## config.mk

```make
export PLATFORM = sky130hd
export DESIGN_NAME = cmul_stream
export DESIGN_NICKNAME = d
export VERILOG_FILES = /design/src/rtl/cmul_stream.sv
export SDC_FILE = /design/constraint.sdc
export NUM_CORES = 2
export LEC_CHECK = 0
export ABC_CLOCK_PERIOD_IN_PS = 8000
export CAP_MARGIN = 20
export CORE_MARGIN = 2
export CORE_UTILIZATION = 65
export DETAILED_ROUTE_END_ITERATION = 10
export GPL_ROUTABILITY_DRIVEN = 0
export PLACE_DENSITY = 0.92
export REMOVE_ABC_BUFFERS = 1
export SLEW_MARGIN = 15
export SYNTH_ARGS = -nofsm -noshare
export SYNTH_HDL_FRONTEND = slang
export SYNTH_SLANG_ARGS = --single-unit
```

## constraint.sdc

```tcl
create_clock -name clock -period 8 [get_ports clock]
set_input_delay 0.8 -clock clock [delete_from_list [all_inputs] [get_ports clock]]
set_output_delay 0.8 -clock clock [all_outputs]
set_load 0.005 [all_outputs]
```

## src/rtl/cmul_stream.sv

```systemverilog
// cmul_stream: streaming complex multiplier c = a * b (or a * conj(b)).
//
// Four-stage pipeline (operand register, products, sums, rescale/output),
// all stages advanced by a single enable so backpressure stalls the whole
// pipe. The result is rescaled with round-half-up and an arithmetic right
// shift by FRAC_SHIFT, then reduced to OUT_WIDTH.
//
// Optional feature (macro CMUL_SATURATE_EN):
//   defined   - out-of-range components clamp to the nearer limit, out_ovf flags it
//   undefined - components wrap to their low OUT_WIDTH bits, out_ovf stays 0
//
// Ports:
//   clock, reset        rising-edge clock, asynchronous active-high reset
//   in_valid/in_ready   input handshake (in_ready = pipeline advance)
//   in_conj             1: multiply by conj(b) for this sample
//   in_tag              sideband returned unchanged on out_tag
//   a_re, a_im          signed sample operand (DATA_WIDTH)
//   b_re, b_im          signed coefficient operand (COEF_WIDTH)
//   out_valid/out_ready output handshake
//   c_re, c_im          signed scaled result (OUT_WIDTH)
//   out_tag             tag of the current result
//   out_ovf             result was saturated
module cmul_stream #(
  parameter int DATA_WIDTH = 16,
  parameter int COEF_WIDTH = 16,
  parameter int OUT_WIDTH  = 16,
  parameter int FRAC_SHIFT = 15,
  parameter int TAG_WIDTH  = 8
) (
  input  logic                  clock,
  input  logic                  reset,
  input  logic                  in_valid,
  output logic                  in_ready,
  input  logic                  in_conj,
  input  logic [TAG_WIDTH-1:0]  in_tag,
  input  logic [DATA_WIDTH-1:0] a_re,
  input  logic [DATA_WIDTH-1:0] a_im,
  input  logic [COEF_WIDTH-1:0] b_re,
  input  logic [COEF_WIDTH-1:0] b_im,
  output logic                  out_valid,
  input  logic                  out_ready,
  output logic [OUT_WIDTH-1:0]  c_re,
  output logic [OUT_WIDTH-1:0]  c_im,
  output logic [TAG_WIDTH-1:0]  out_tag,
  output logic                  out_ovf
);

  // Full-precision product width, and a working width for sums that is at
  // least P+2 bits and always wide enough to hold the OUT_WIDTH limits.
  localparam int P  = DATA_WIDTH + COEF_WIDTH;
  localparam int SW = (P + 2 > OUT_WIDTH + 1) ? P + 2 : OUT_WIDTH + 1;

  localparam logic signed [SW-1:0] ONE  = SW'(1);
  localparam logic signed [SW-1:0] HALF = ONE <<< (FRAC_SHIFT - 1);
`ifdef CMUL_SATURATE_EN
  localparam logic signed [SW-1:0] OUT_MAX = (ONE <<< (OUT_WIDTH - 1)) - ONE;
  localparam logic signed [SW-1:0] OUT_MIN = ~OUT_MAX;
`endif

  // Round half up (toward +inf) then arithmetic shift.
  function automatic logic signed [SW-1:0] round_shift(input logic signed [SW-1:0] x);
    logic signed [SW-1:0] t;
    t = x + HALF;
    return t >>> FRAC_SHIFT;
  endfunction

  // Reduce to OUT_WIDTH. Returns {overflow_flag, value}.
  function automatic logic [OUT_WIDTH:0] fit_out(input logic signed [SW-1:0] x);
`ifdef CMUL_SATURATE_EN
    if (x > OUT_MAX)      return {1'b1, OUT_WIDTH'(OUT_MAX)};
    else if (x < OUT_MIN) return {1'b1, OUT_WIDTH'(OUT_MIN)};
    else                  return {1'b0, OUT_WIDTH'(x)};
`else
    return {1'b0, OUT_WIDTH'(x)};
`endif
  endfunction

  logic adv;
  logic vld_p1, vld_p2, vld_p3;

  logic signed [DATA_WIDTH-1:0] ar_p1, ai_p1;
  logic signed [COEF_WIDTH-1:0] br_p1, bi_p1;
  logic                         conj_p1;
  logic [TAG_WIDTH-1:0]         tag_p1;

  logic signed [P-1:0]          pr1_p2, pr2_p2, pr3_p2, pr4_p2;
  logic                         conj_p2;
  logic [TAG_WIDTH-1:0]         tag_p2;

  logic signed [SW-1:0]         re_p3, im_p3;
  logic [TAG_WIDTH-1:0]         tag_p3;

  logic signed [SW-1:0]         re_sh, im_sh;
  logic [OUT_WIDTH:0]           re_fit, im_fit;

  // One enable for the whole pipe: an empty output slot or a consuming sink.
  assign adv      = !out_valid || out_ready;
  assign in_ready = adv;

  // Control path: valid bits and the output register.
  always_ff @(posedge clock or posedge reset) begin
    if (reset) begin
      vld_p1    <= 1'b0;
      vld_p2    <= 1'b0;
      vld_p3    <= 1'b0;
      out_valid <= 1'b0;
      c_re      <= '0;
      c_im      <= '0;
      out_tag   <= '0;
      out_ovf   <= 1'b0;
    end else if (adv) begin
      vld_p1    <= in_valid;
      vld_p2    <= vld_p1;
      vld_p3    <= vld_p2;
      out_valid <= vld_p3;
      // ---- S3 -> S4: rescale and reduce ----
      // Bubbles leave the last result in place rather than loading stale data.
      if (vld_p3) begin
        c_re    <= re_fit[OUT_WIDTH-1:0];
        c_im    <= im_fit[OUT_WIDTH-1:0];
        out_tag <= tag_p3;
        out_ovf <= re_fit[OUT_WIDTH] | im_fit[OUT_WIDTH];
      end
    end
  end

  // Datapath: not reset; loads only when a valid sample moves into the stage.
  always_ff @(posedge clock) begin
    // ---- input -> S1: operand register ----
    if (adv && in_valid) begin
      ar_p1   <= a_re;
      ai_p1   <= a_im;
      br_p1   <= b_re;
      bi_p1   <= b_im;
      conj_p1 <= in_conj;
      tag_p1  <= in_tag;
    end
    // ---- S1 -> S2: four full-precision products ----
    if (adv && vld_p1) begin
      pr1_p2  <= P'(ar_p1) * P'(br_p1);
      pr2_p2  <= P'(ai_p1) * P'(bi_p1);
      pr3_p2  <= P'(ar_p1) * P'(bi_p1);
      pr4_p2  <= P'(ai_p1) * P'(br_p1);
      conj_p2 <= conj_p1;
      tag_p2  <= tag_p1;
    end
    // ---- S2 -> S3: sums, sign-extended so no overflow is possible ----
    if (adv && vld_p2) begin
      if (conj_p2) begin
        re_p3 <= SW'(pr1_p2) + SW'(pr2_p2);
        im_p3 <= SW'(pr4_p2) - SW'(pr3_p2);
      end else begin
        re_p3 <= SW'(pr1_p2) - SW'(pr2_p2);
        im_p3 <= SW'(pr4_p2) + SW'(pr3_p2);
      end
      tag_p3 <= tag_p2;
    end
  end

  assign re_sh  = round_shift(re_p3);
  assign im_sh  = round_shift(im_p3);
  assign re_fit = fit_out(re_sh);
  assign im_fit = fit_out(im_sh);

endmodule

```

==> flow_results.org <==
** Status
- Result of the run :: complete, no violations

** Global route
- Largest net degree at the start of global routing :: 71
- Number of antenna violations at the first check in global routing :: 8
- Most used routing layer in global routing :: met2
- GRT met1 Usage :: 39.7%
- Global-route wire length before repair :: about 220,000 µm
- Met3 Use GR :: 11.9%
- GR Layer Usage met2 :: ~57%
- Number of global-route vias before repair :: ~43,000
- GRT overflow :: 0
- GRT Overall Usage :: 35.8%

** Setup path
- Among the stages of the critical path, the cell type that occurs most often is sky130_fd_sc_hd__fa_1.
- The most critical setup path has its endpoint at pr3_p2[30].
- The number of buffers and inverters on the critical path is 4.
- Data on the critical path is required at its endpoint by 8.37 ns.
- For flop-to-flop paths, the worst setup slack is 0.52 ns.
- Measured in cells, the most critical reg-to-reg path has a length of 21.
- Cell Chain, Critical Path :: buf_4 -> nand2_1 -> fa_1 -> fa_1 -> inv_1 -> fa_1 -> fa_1 -> fa_1 -> inv_1 -> fa_1 -> inv_1 -> ha_1 -> a21o_1 -> nor3_1 -> o21ai_0 -> o21ai_0 -> o31a_1 -> a311oi_1 -> a2111oi_0 -> a21oi_1 -> xnor2_1
- Delay-heaviest family, CP :: adder cells
- On the critical path, the stage with the largest delay is an instance of sky130_fd_sc_hd__a2111oi_0.
- Maximum fanout along the worst path :: 29
- The worst register-to-register path ends at pr3_p2[30].
- The startpoint identified for the worst register-to-register timing path is ar_p1[15].
- On the worst path, the slowest cell contributes a delay of 0.71 ns.
- The worst setup path is captured at a flip-flop.
- Data arrives at the worst endpoint at 7.85 ns.
- The critical path starts at ar_p1[15].
- Startpoint type of the worst setup path :: flip-flop
- Number of gates on the worst path with buffers counted :: 21
- The setup path with the least slack is of type reg2reg.

** Final layout
- Leaving out fill and tap cells, the most frequent cell in the layout is sky130_fd_sc_hd__inv_1.
- In the final layout, the share of cells above drive strength 1 is under 10%.
- For this run, the post-layout net count is 6,753.
- After the flow finishes, the layout carries non-filler instances totaling 6,354.
- Top library cells by usage in the layout, fill and taps aside :: sky130_fd_sc_hd__inv_1, sky130_fd_sc_hd__fa_1, sky130_fd_sc_hd__nand2_1
- Area overhead of the layout relative to synthesis :: 7.83%

** Clocking
- Htree depth :: 2
- After clock tree synthesis, the repair step resized 0 gates.
- CTS placed an instance of sky130_fd_sc_hd__clkbuf_16 at the clock tree root.
- TritonCTS clock tree :: yes
- Clock tree synthesis inserted a total of 40 buffers.
- In this run the deepest clock path goes through 3 buffers.
- Clk sinks :: 292
- Clock latency reported for the late side of the worst-skew pair :: 0.63 ns
- In this run, post-CTS hold repair placed 0 buffers.
- In this run the post-CTS setup repair buffer count came out at 0.
- Clock-pin slew was measured on the worst setup and hold paths at 0.07 ns.

** Timing
- Dividing the final minimum period by the clock period gives 93.5%.
- Static timing analysis puts the maximum clock frequency at 134 MHz.
- Max-slew violations :: 0
- The final hold violation count came to 0.
- In the post-route analysis, the smallest setup slack over all paths is ~0.52 ns.
- Relative slew slack :: 15.4%
- Setup repair after global routing left no endpoint under its margin.
- Measured slew at the worst slew-check pin :: 1.27 ns
- Across the routed clock network, the largest skew measured is 0.0506 ns.
- The smallest clock period supported by the final layout is computed as 7.48 ns.
- Post-route setup TNS :: 0 ns
- Setup-violating endpoint count in the final report :: 0

** Floorplanning
- From left edge to right edge, the die measures about 290 µm.
- IO Count :: 120
- The die covers 81,200 µm².
- Row generation in the floorplan step produced 103 rows.
- Once the floorplan was initialized, standard cells occupied around 65% of the core.
- In this run the vertical extent of the chip is ~290 µm.
- Core footprint :: 78,600 µm²

** Routing
- Via/cell ratio :: 5.99
- In this run the remaining antenna-violating nets after routing total 0.
- Pre-antenna DRT Iters :: 7
- Dividing the detail-routed wire length by the instance count gives between 20 and 25 µm.
- The first routing iteration left ~3,800 violations.
- DRT Wirelength :: 140,000 µm
- Via count :: 38,000
- Residual DRC :: 0

** Synthesis
- Total standard cell area after synthesis :: between 50,000 and 60,000 µm²
- The netlist uses between 70 and 80 different library cells.
- Counting every instance in the synthesized netlist gives 5,211.
- Of the total synthesized cell area, the portion taken by AND, OR, NAND and NOR gates is 13.8%.
- Sequential area share after synthesis :: ~17%
- Count of flip-flops with a built-in enable after synthesis :: 248
- Avg Synthesized Cell Area :: around 9.8 µm²
- Mux share of post-synthesis cell area :: 0.385%
- Yosys printed 0 warnings.
- Async set-or-reset flop fraction in the synthesized netlist :: around 15%
- Combinational family with the most area after synthesis :: adder cells
- In the synthesized netlist the dominant register cell turns out to be sky130_fd_sc_hd__edfxtp_1.
- Synthesis inferred 292 register bits.
- Synthesized-area fraction occupied by adder cells :: 49.3%
- Of the total synthesized cell area, the portion taken by XOR and XNOR cells is 4.52%.
- The synthesized netlist devotes 5.29% of its cell area to compound gates.

** Flow run
- Across the run, the number of max-cap violations was 0.

** Placed design
- At the placement stage, the worst setup path has a slack of 0.648 ns.
- Detailed placement ended at an HPWL of approximately 110,000 µm.
- Including well taps, the total number of placed cells is 6,274.
- Port Buffer Count :: between 100 and 150

** Min path
- Worst hold path class :: reg2reg
-- metal layers --
metal | wire length (µm) | vias up
li1 | - | 15800
met1 | 44200 | 18800
met2 | 65100 | 2519
met3 | 17200 | 882
met4 | 13100 | 12
met5 | 78 | -
-- through the flow --
| step | hold slack (ns) | utilization (%) | cell area (µm²) |
|---|---|---|---|
| after CTS | 0.415 | 70.3 | 55300 |
| after floorplan | 0.400 | - | 50500 |
| after detailed placement | 0.405 | 68.5 | 53900 |
| final | 0.417 | 70.4 | 55300 |
| after global placement | 0.403 | 68.5 | 53900 |
| after global routing | 0.427 | 70.4 | 55300 |
-- worst min path at each step --
stage,startpoint,to,slack (ns),cells after the start
4_1_cts,tag_p1[7],tag_p2[7],0.41,0
5_1_grt,tag_p1[3],tag_p2[3],0.43,0
6_report,tag_p1[7],tag_p2[7],0.42,0
3_3_place_gp,tag_p2[0],tag_p3[0],0.40,0
2_1_floorplan,conj_p1,conj_p2,0.40,0
3_5_place_dp,tag_p1[3],tag_p2[3],0.41,0
-- synth_stat cells, types with 6 or more instances --
| library cell | instances | area share [%] |
|---|---|---|
| sky130_fd_sc_hd__a31oi_1 | 16 | 0.20 |
| sky130_fd_sc_hd__ha_1 | 382 | 9.3 |
| sky130_fd_sc_hd__o31ai_1 | 7 | 0.10 |
| sky130_fd_sc_hd__nor2b_1 | 25 | 0.30 |
| sky130_fd_sc_hd__o21bai_1 | 16 | 0.23 |
| sky130_fd_sc_hd__inv_1 | 1158 | 8.5 |
| sky130_fd_sc_hd__nand4_1 | 8 | 0.098 |
| sky130_fd_sc_hd__o21ai_0 | 57 | 0.56 |
| sky130_fd_sc_hd__and2_1 | 486 | 5.9 |
| sky130_fd_sc_hd__nor4_1 | 9 | 0.11 |
| sky130_fd_sc_hd__nor3_1 | 33 | 0.32 |
| sky130_fd_sc_hd__xnor2_1 | 173 | 3.0 |
| sky130_fd_sc_hd__o21a_1 | 25 | 0.37 |
| sky130_fd_sc_hd__nand2b_1 | 41 | 0.50 |
| sky130_fd_sc_hd__and3_1 | 20 | 0.24 |
| sky130_fd_sc_hd__dfrtp_1 | 44 | 2.1 |
| sky130_fd_sc_hd__a21o_1 | 65 | 0.95 |
| sky130_fd_sc_hd__nand2_1 | 549 | 4.0 |
| sky130_fd_sc_hd__fa_1 | 1024 | 40 |
| sky130_fd_sc_hd__clkbuf_1 | 208 | 1.5 |
| sky130_fd_sc_hd__mux2_2 | 14 | 0.31 |
| sky130_fd_sc_hd__nand3_1 | 37 | 0.36 |
| sky130_fd_sc_hd__a21oi_1 | 160 | 1.6 |
| sky130_fd_sc_hd__xor2_1 | 89 | 1.5 |
| sky130_fd_sc_hd__nor2_1 | 189 | 1.4 |
| sky130_fd_sc_hd__and4_1 | 6 | 0.10 |
| sky130_fd_sc_hd__edfxtp_1 | 248 | 15 |
| sky130_fd_sc_hd__or3_1 | 11 | 0.13 |
| sky130_fd_sc_hd__a211oi_1 | 19 | 0.28 |
-- sequential cells by signal, indices dropped and copies added, names as in the netlist, 16 cells and up --
register  cells
ai_p1        16
ar_p1        16
bi_p1        16
br_p1        16
c_im         16
c_re         16
im_p3        17
pr1_p2       31
pr2_p2       31
pr3_p2       31
pr4_p2       31
re_p3        17
-- worst reg2reg max path, cell delays in order (launching register included) --
cell                        delay [ns]
sky130_fd_sc_hd__edfxtp_1         0.48
sky130_fd_sc_hd__buf_4            0.38
sky130_fd_sc_hd__nand2_1          0.24
sky130_fd_sc_hd__fa_1             0.65
sky130_fd_sc_hd__fa_1             0.48
sky130_fd_sc_hd__inv_1            0.32
sky130_fd_sc_hd__fa_1             0.51
sky130_fd_sc_hd__fa_1             0.53
sky130_fd_sc_hd__fa_1             0.52
sky130_fd_sc_hd__inv_1            0.05
sky130_fd_sc_hd__fa_1             0.48
sky130_fd_sc_hd__inv_1            0.04
sky130_fd_sc_hd__ha_1             0.36
sky130_fd_sc_hd__a21o_1           0.22
sky130_fd_sc_hd__nor3_1           0.24
sky130_fd_sc_hd__o21ai_0          0.14
sky130_fd_sc_hd__o21ai_0          0.18
sky130_fd_sc_hd__o31a_1           0.23
sky130_fd_sc_hd__a311oi_1         0.07
sky130_fd_sc_hd__a2111oi_0        0.71
sky130_fd_sc_hd__a21oi_1          0.19
sky130_fd_sc_hd__xnor2_1          0.18
-- logic make-up after synthesis --
| family | Yosys count |
|---|---|
| compound gates | 425 |
| xor+xnor | 263 |
| fa+ha+maj | 1406 |
| buf+inv | 1373 |
| flops | 292 |
| mux | 18 |
| other cells | 1 |
| simple gates | 1433 |
-- final cells by class --
class                      instances  area (µm²)
antenna                            3        7.51
clock buffer                      55        1170
clock inverter                    18         216
fill                            4984       23300
inverter                        1158        4350
multi-input combinational       3546       37600
sequential                       292        8550
tap                             1050        1310
timing repair buffer             232        2110
Power is not shown: default switching activity piles up to over one toggle a cycle in this logic, so the estimate is an artifact.
